--- src/rtl/io_timer_responder_if.sv ---
// CPU data-port bundle for the timer responder: request fields in, status out.
// No storage; pure signal grouping.
// The master drives start and the request fields, and the slave reports busy.
interface io_timer_responder_if;
   logic        start;
   logic        wea;
   logic [31:0] addr;
   logic [31:0] in_data;
   logic [2:0]  rol;
   logic        busy;
   logic [31:0] out_data;
   logic        irq;
   logic        err;

   modport master (
      output start, wea, addr, in_data, rol,
      input  busy, out_data, irq, err
   );

   modport slave (
      input  start, wea, addr, in_data, rol,
      output busy, out_data, irq, err
   );
endinterface

--- src/rtl/io_timer_responder.sv ---
// Memory-mapped timer (CTRL/COUNT/COMPARE/STATUS) behind a fixed-latency CPU port.
// Latency: busy for WAIT_CYCLES cycles after start; write commit and read data on the busy-falling edge.
// Backpressure: start is ignored while a transaction is in flight; the CPU watches busy.
module io_timer_responder #(
   parameter logic [31:0] BASE_ADDR   = 32'h1001_0000,
   parameter int unsigned WAIT_CYCLES = 2
) (
   input  logic                  clk,
   input  logic                  rst,
   io_timer_responder_if.slave   bus
);

   typedef enum logic {ST_IDLE, ST_WAIT} state_t;

   localparam logic [3:0] WAIT_LAST = 4'(WAIT_CYCLES - 1);

   state_t      state_q, state_d;
   logic [3:0]  wcnt_q;
   logic        accept, last;

   logic        req_wea;
   logic [31:0] req_addr, req_data;
   logic [2:0]  req_rol;

   logic [2:0]  ctrl_q;
   logic [31:0] count_q, compare_q, out_q;
   logic        match_q, err_q;

   logic        is_byte, is_half, sext, hit, misal, bad;
   logic [4:0]  sh;
   logic [31:0] rd_reg, rd_shift, rd_val, wr_mask, wr_pos;
   logic        wr_ctrl, wr_count, wr_compare, wr_status;
   logic [31:0] ctrl_merged;
   logic        match_evt;
   logic [1:0]  clr;

   assign accept = (state_q == ST_IDLE) && bus.start;
   assign last   = (state_q == ST_WAIT) && (wcnt_q == 4'd0);

   // FSM state register; reset aborts any transaction in flight
   always_ff @(posedge clk or negedge rst) begin
      if (!rst) state_q <= ST_IDLE;
      else      state_q <= state_d;
   end

   // Next state: leave IDLE on start, return after the last busy cycle
   always_comb begin
      state_d = state_q;
      case (state_q)
         ST_IDLE: if (bus.start) state_d = ST_WAIT;
         ST_WAIT: if (wcnt_q == 4'd0) state_d = ST_IDLE;
         default: state_d = ST_IDLE;
      endcase
   end

   // Busy-cycle countdown and request capture in the accepting cycle
   always_ff @(posedge clk or negedge rst) begin
      if (!rst) begin
         wcnt_q   <= 4'd0;
         req_wea  <= 1'b0;
         req_addr <= 32'd0;
         req_data <= 32'd0;
         req_rol  <= 3'd0;
      end else if (accept) begin
         wcnt_q   <= WAIT_LAST;
         req_wea  <= bus.wea;
         req_addr <= bus.addr;
         req_data <= bus.in_data;
         req_rol  <= bus.rol;
      end else if (state_q == ST_WAIT && wcnt_q != 4'd0) begin
         wcnt_q <= wcnt_q - 4'd1;
      end
   end

   // Address/size decode, lane steering for reads and writes
   always_comb begin
      is_byte = (req_rol == 3'b001) || (req_rol == 3'b010);
      is_half = (req_rol == 3'b011) || (req_rol == 3'b100);
      sext    = (req_rol == 3'b010) || (req_rol == 3'b100);
      hit     = (req_addr[31:4] == BASE_ADDR[31:4]);
      misal   = (is_half && req_addr[0]) ||
                (!is_byte && !is_half && (req_addr[1:0] != 2'b00));
      bad     = !hit || misal;
      sh      = 5'd0;
      wr_mask = 32'hFFFF_FFFF;
      if (is_byte) begin
         sh      = {req_addr[1:0], 3'b000};
         wr_mask = 32'h0000_00FF << sh;
      end else if (is_half) begin
         sh      = {req_addr[1], 4'b0000};
         wr_mask = 32'h0000_FFFF << sh;
      end
      case (req_addr[3:2])
         2'd0:    rd_reg = {29'd0, ctrl_q};
         2'd1:    rd_reg = count_q;
         2'd2:    rd_reg = compare_q;
         default: rd_reg = {30'd0, err_q, match_q};
      endcase
      rd_shift = rd_reg >> sh;
      if (is_byte)
         rd_val = sext ? {{24{rd_shift[7]}}, rd_shift[7:0]} : {24'd0, rd_shift[7:0]};
      else if (is_half)
         rd_val = sext ? {{16{rd_shift[15]}}, rd_shift[15:0]} : {16'd0, rd_shift[15:0]};
      else
         rd_val = rd_shift;
      if (bad) rd_val = 32'd0;
      wr_pos     = (req_data << sh) & wr_mask;
      wr_ctrl    = last && req_wea && !bad && (req_addr[3:2] == 2'd0);
      wr_count   = last && req_wea && !bad && (req_addr[3:2] == 2'd1);
      wr_compare = last && req_wea && !bad && (req_addr[3:2] == 2'd2);
      wr_status  = last && req_wea && !bad && (req_addr[3:2] == 2'd3);
      ctrl_merged = ({29'd0, ctrl_q} & ~wr_mask) | wr_pos;
      clr        = wr_status ? wr_pos[1:0] : 2'b00;
      match_evt  = ctrl_q[0] && (count_q == compare_q);
   end

   // Register file and timer; CPU writes override the counter, new events override W1C
   always_ff @(posedge clk or negedge rst) begin
      if (!rst) begin
         ctrl_q    <= 3'd0;
         count_q   <= 32'd0;
         compare_q <= 32'hFFFF_FFFF;
         match_q   <= 1'b0;
         err_q     <= 1'b0;
         out_q     <= 32'd0;
      end else begin
         if (wr_count)
            count_q <= (count_q & ~wr_mask) | wr_pos;
         else if (ctrl_q[0])
            count_q <= (match_evt && ctrl_q[2]) ? 32'd0 : count_q + 32'd1;
         if (wr_ctrl)    ctrl_q    <= ctrl_merged[2:0];
         if (wr_compare) compare_q <= (compare_q & ~wr_mask) | wr_pos;
         match_q <= (match_q && !clr[0]) || match_evt;
         err_q   <= (err_q && !clr[1]) || (last && bad);
         if (last) out_q <= req_wea ? 32'd0 : rd_val;
      end
   end

   assign bus.busy     = (state_q == ST_WAIT);
   assign bus.out_data = out_q;
   assign bus.irq      = match_q && ctrl_q[1];
   assign bus.err      = err_q;

endmodule

--- src/flat_wrapper.sv ---
// flat-port wrapper written by rule: the top's interface ports become plain ports
module io_timer_responder_flat 
#(
   parameter logic [31:0] BASE_ADDR   = 32'h1001_0000,
   parameter int unsigned WAIT_CYCLES = 2
)
  (clk, rst, bus_start, bus_wea, bus_addr, bus_in_data, bus_rol, bus_busy, bus_out_data, bus_irq, bus_err);
  io_timer_responder_if bus_i ();
  input  logic clk;
  input  logic rst;
  input wire logic [$bits(bus_i.start)-1:0] bus_start;
  input wire logic [$bits(bus_i.wea)-1:0] bus_wea;
  input wire logic [$bits(bus_i.addr)-1:0] bus_addr;
  input wire logic [$bits(bus_i.in_data)-1:0] bus_in_data;
  input wire logic [$bits(bus_i.rol)-1:0] bus_rol;
  output wire logic [$bits(bus_i.busy)-1:0] bus_busy;
  output wire logic [$bits(bus_i.out_data)-1:0] bus_out_data;
  output wire logic [$bits(bus_i.irq)-1:0] bus_irq;
  output wire logic [$bits(bus_i.err)-1:0] bus_err;
  assign bus_i.start = bus_start;
  assign bus_i.wea = bus_wea;
  assign bus_i.addr = bus_addr;
  assign bus_i.in_data = bus_in_data;
  assign bus_i.rol = bus_rol;
  assign bus_busy = bus_i.busy;
  assign bus_out_data = bus_i.out_data;
  assign bus_irq = bus_i.irq;
  assign bus_err = bus_i.err;
  io_timer_responder #(.BASE_ADDR(BASE_ADDR), .WAIT_CYCLES(WAIT_CYCLES)) u_core (.clk(clk), .rst(rst), .bus(bus_i));
endmodule
--- config.mk ---
export PLATFORM = sky130hd
export DESIGN_NAME = io_timer_responder_flat
export DESIGN_NICKNAME = d
export VERILOG_FILES = /design/src/rtl/io_timer_responder_if.sv /design/src/rtl/io_timer_responder.sv /design/src/flat_wrapper.sv
export SDC_FILE = /design/constraint.sdc
export NUM_CORES = 1
export LEC_CHECK = 0
export ABC_AREA = 1
export CORE_AREA = 2 2 199 201
export DETAILED_ROUTE_END_ITERATION = 7
export DIE_AREA = 0 0 201 203
export GPL_TIMING_DRIVEN = 0
export MAX_ROUTING_LAYER = met4
export SYNTH_ARGS = -nofsm -noshare
export SYNTH_HDL_FRONTEND = slang
export SYNTH_SLANG_ARGS = --single-unit
--- constraint.sdc ---
create_clock -name clk -period 2.16 [get_ports clk]
set_clock_uncertainty 0.05 [all_clocks]
set_input_delay 0.324 -clock clk [delete_from_list [all_inputs] [get_ports clk]]
set_output_delay 0.324 -clock clk [all_outputs]
set_load 0.01 [all_outputs]
==> impl_metrics.json, run 1 <==
{
  "outcome": "complete, no violations",
  "grt_use_total": 0.237,
  "numCtsBuffers": 17,
  "cts.sinks": 174,
  "start_util": 0.278,
  "clockBufferDepth": 2,
  "vias_per_cell": 4.97,
  "die_w_um": 201,
  "rows": 72,
  "hold_path_class": "in -> reg",
  "grt_pass1_vias": 10700,
  "die_h_um": 203,
  "synth-compound-area-share": 0.116,
  "yosys_register_bits": 174,
  "grt_max_degree": 95,
  "cts_tree": "built",
  "layout-drive-gt1-share": 0.217,
  "min_period_ns": 2.12,
  "synth.distinct_cells": 44,
  "power.density_nw_per_um2": 1050,
  "cts-root-buf": "clkbuf_16",
  "finalInstanceArea_um2": 14300,
  "maxCapViolations": 0,
  "crit_type": "reg -> reg",
  "syn_inst": 1533,
  "synth.area.mux_share": 0.000938,
  "multi_input_area_um2": 6040,
  "slowest_delay_ns": 0.60,
  "dpl.hpwl_um": 37100,
  "layout_commonest_cell": "nand2_1",
  "antenna_found_initial": 0,
  "gp_congestion": 1.01,
  "clkLatencyLatePin_ns": 0.47,
  "core_area_um2": 38500,
  "critPathMaxFanout": 10,
  "ant_nets": 0,
  "avgSynthCellArea_um2": 6.96,
  "p_leak_nw": 6.53,
  "relSlewSlack": 0.524,
  "min_period_over_period": 0.981,
  "yosys_warnings": 0,
  "yosys.area_share.simple": 0.363,
  "ff_latch_area_um2": 4420,
  "post-route-util": 0.373,
  "ios": 106,
  "arrival_ns": 2.42,
  "die_area_um2": 40800,
  "fin_nets": 1784,
  "slew_viol_final": 0,
  "first_iter_violations": 871,
  "grt_pass1_wl_um": 68900,
  "synth_adder_area_share": 0.00234,
  "path_cells": "inv_2 > nand2_2 > nand2_2 > nor2_4 > nand2_2 > nor2_4 > nand2_4 > nor2_4 > nand3_4 > clkbuf_8 > nand3b_1 > a21oi_1",
  "setup_ws_ns": 0.0403,
  "critPathRequiredTime_ns": 2.46,
  "cts-htree-levels": 4,
  "ir_worst_vdd_mv": 0.614,
  "fmax_mhz": 472,
  "setup_viol": 0,
  "crit_path_end_kind": "flop",
  "hold_viol": 0,
  "rsz0062_at_grt": "yes",
  "dr.pass1.iters": 7,
  "tns_ns": 0,
  "place_ws_ns": -0.704,
  "yosysSeqAreaShare": 0.412,
  "port_buffers": 105,
  "grt_remaining_overflow": 0,
  "placed_area_um2": 12400,
  "area_growth_pct": 34.2,
  "synth_xor_xnor_area_share": 0.0205,
  "synth_top_family_by_area": "simple AND/OR/NAND/NOR gates",
  "syn_nets": 1606,
  "routed_wirelength_um": 47400,
  "fill_cells": 4115,
  "vias": 11100,
  "cp_slowest_cell": "dfstp_2",
  "syn_area_um2": 10700,
  "n_antenna_cell": 0,
  "start_kind": "flop",
  "drc_errors": 0,
  "clk_pin_slew_ns": 0.08,
  "final_cell_mix": "nand2_1, inv_1, dfrtp_1",
  "wl_per_cell_um": 21.1,
  "worst_slew_pin_slew_ns": 0.714
}
## metal layers
metal | vias up | part of all wire | global-route usage | wire length, um
li1 | 5297 | - | - | -
met1 | 5407 | 0.45 | 0.313 | 21500
met2 | 360 | 0.46 | 0.366 | 22000
met3 | 74 | 0.050 | 0.0353 | 2370
met4 | 0 | 0.034 | 0.0892 | 1610
met5 | - | 0 | - | 0
## stage by stage
step                      total power (W)  instances  hold slack [ns]
final                              0.0150       2242            0.333
after global routing               0.0158       2242            0.337
after CTS                          0.0141       2210            0.330
after detailed placement           0.0104       2157            0.314
after global placement             0.0103       2156            0.416
after floorplan                   0.00814       1533          -0.0216
## what timing repair did
item / 4_1_cts / 5_1_grt
resized for setup: 106 / 170
buffers inserted: 22 / 30
pin swaps: 13 / 28
endpoints found under the setup margin: 91 / 95
gates cloned: 0 / 3
hold buffers: 1 / 0
endpoints found under the hold margin: 66 / 0
## cell families (layout without fill, tap and decap cells)
family	Yosys count	in the layout
AO/OA/AOI/OAI	229	229
buffers and inverters	218	408
AND/OR/NAND/NOR	884	885
flip-flops	174	174
XOR/XNOR	25	25
multiplexers	1	1
adder cells (fa/ha/maj)	2	2
## where the power goes
| part | total [W] | switching, W | internal (W) |
|---|---|---|---|
| Sequential | 0.00441 | 0.000499 | 0.00391 |
| Clock | 0.00329 | 0.00158 | 0.00171 |
| Combinational | 0.00730 | 0.00496 | 0.00234 |
## cell type report
| cell class | count | share of cell area |
|---|---|---|
| multi-input combinational | 1142 | 0.422 |
| sequential | 174 | 0.309 |
| timing repair buffer | 161 | 0.111 |
| tap | 518 | 0.0452 |
| inverter | 159 | 0.0427 |
| clock buffer | 20 | 0.0319 |
| buffer | 56 | 0.0293 |
| clock inverter | 12 | 0.00995 |
## worst paths after layout
check,startpoint,end,slack (ns),cells past startpoint
min in group asynchronous,rst,asynchronous set/reset pin,0.38,2
max in group asynchronous,rst,u_core.req_addr[2],0.68,3
min,bus_addr[20],u_core.req_addr[20],0.33,3
min reg2reg,u_core.req_addr[25],u_core.req_addr[25],0.43,2
max reg2reg,flop,flop,0.04,12
max,flop,flop,0.04,12
## critical path, delay by kind of cell (launching register included)
family,cells,cell delay [ns]
buffers and inverters,2,0.28
AO/OA/AOI/OAI,1,0.08
flip-flops,1,0.60
AND/OR/NAND/NOR,9,0.97
## cells in the mapped netlist, drive strengths merged
cell | n | area, um2
nand2 | 579 | 2260
inv | 158 | 593
nor2 | 145 | 617
dfrtp | 142 | 3550
o21ai | 135 | 676
nand3 | 80 | 470
nand4 | 43 | 290
a21oi | 41 | 205
o22ai | 36 | 225
buf | 32 | 206
dfstp | 32 | 841
clkbuf | 27 | 101
xor2 | 21 | 184
nor3 | 15 | 75.1
o211ai | 11 | 87.6
or2 | 11 | 68.8
nand3b | 7 | 52.6
o221ai | 4 | 35.0
xnor2 | 4 | 35.0
ha | 2 | 25.0
and2 | 1 | 6.26
and3 | 1 | 6.26
clkinv | 1 | 3.75
mux2i | 1 | 10.0
nor3b | 1 | 7.51
nor4 | 1 | 21.3
o21a | 1 | 7.51
o31ai | 1 | 7.51
Power figures use the tool's default switching activity.
==> inputs of run 2 (changes only) <==
--- a/config.mk
+++ b/config.mk
@@ -7,6 +7,7 @@
 export LEC_CHECK = 0
 export ABC_AREA = 1
 export CORE_AREA = 2 2 199 201
+export CTS_CLUSTER_DIAMETER = 30
 export DETAILED_ROUTE_END_ITERATION = 7
 export DIE_AREA = 0 0 201 203
 export GPL_TIMING_DRIVEN = 0
==> results of run 2 <==
No change in the layout: final DEF, timing and power equal those of run 1.
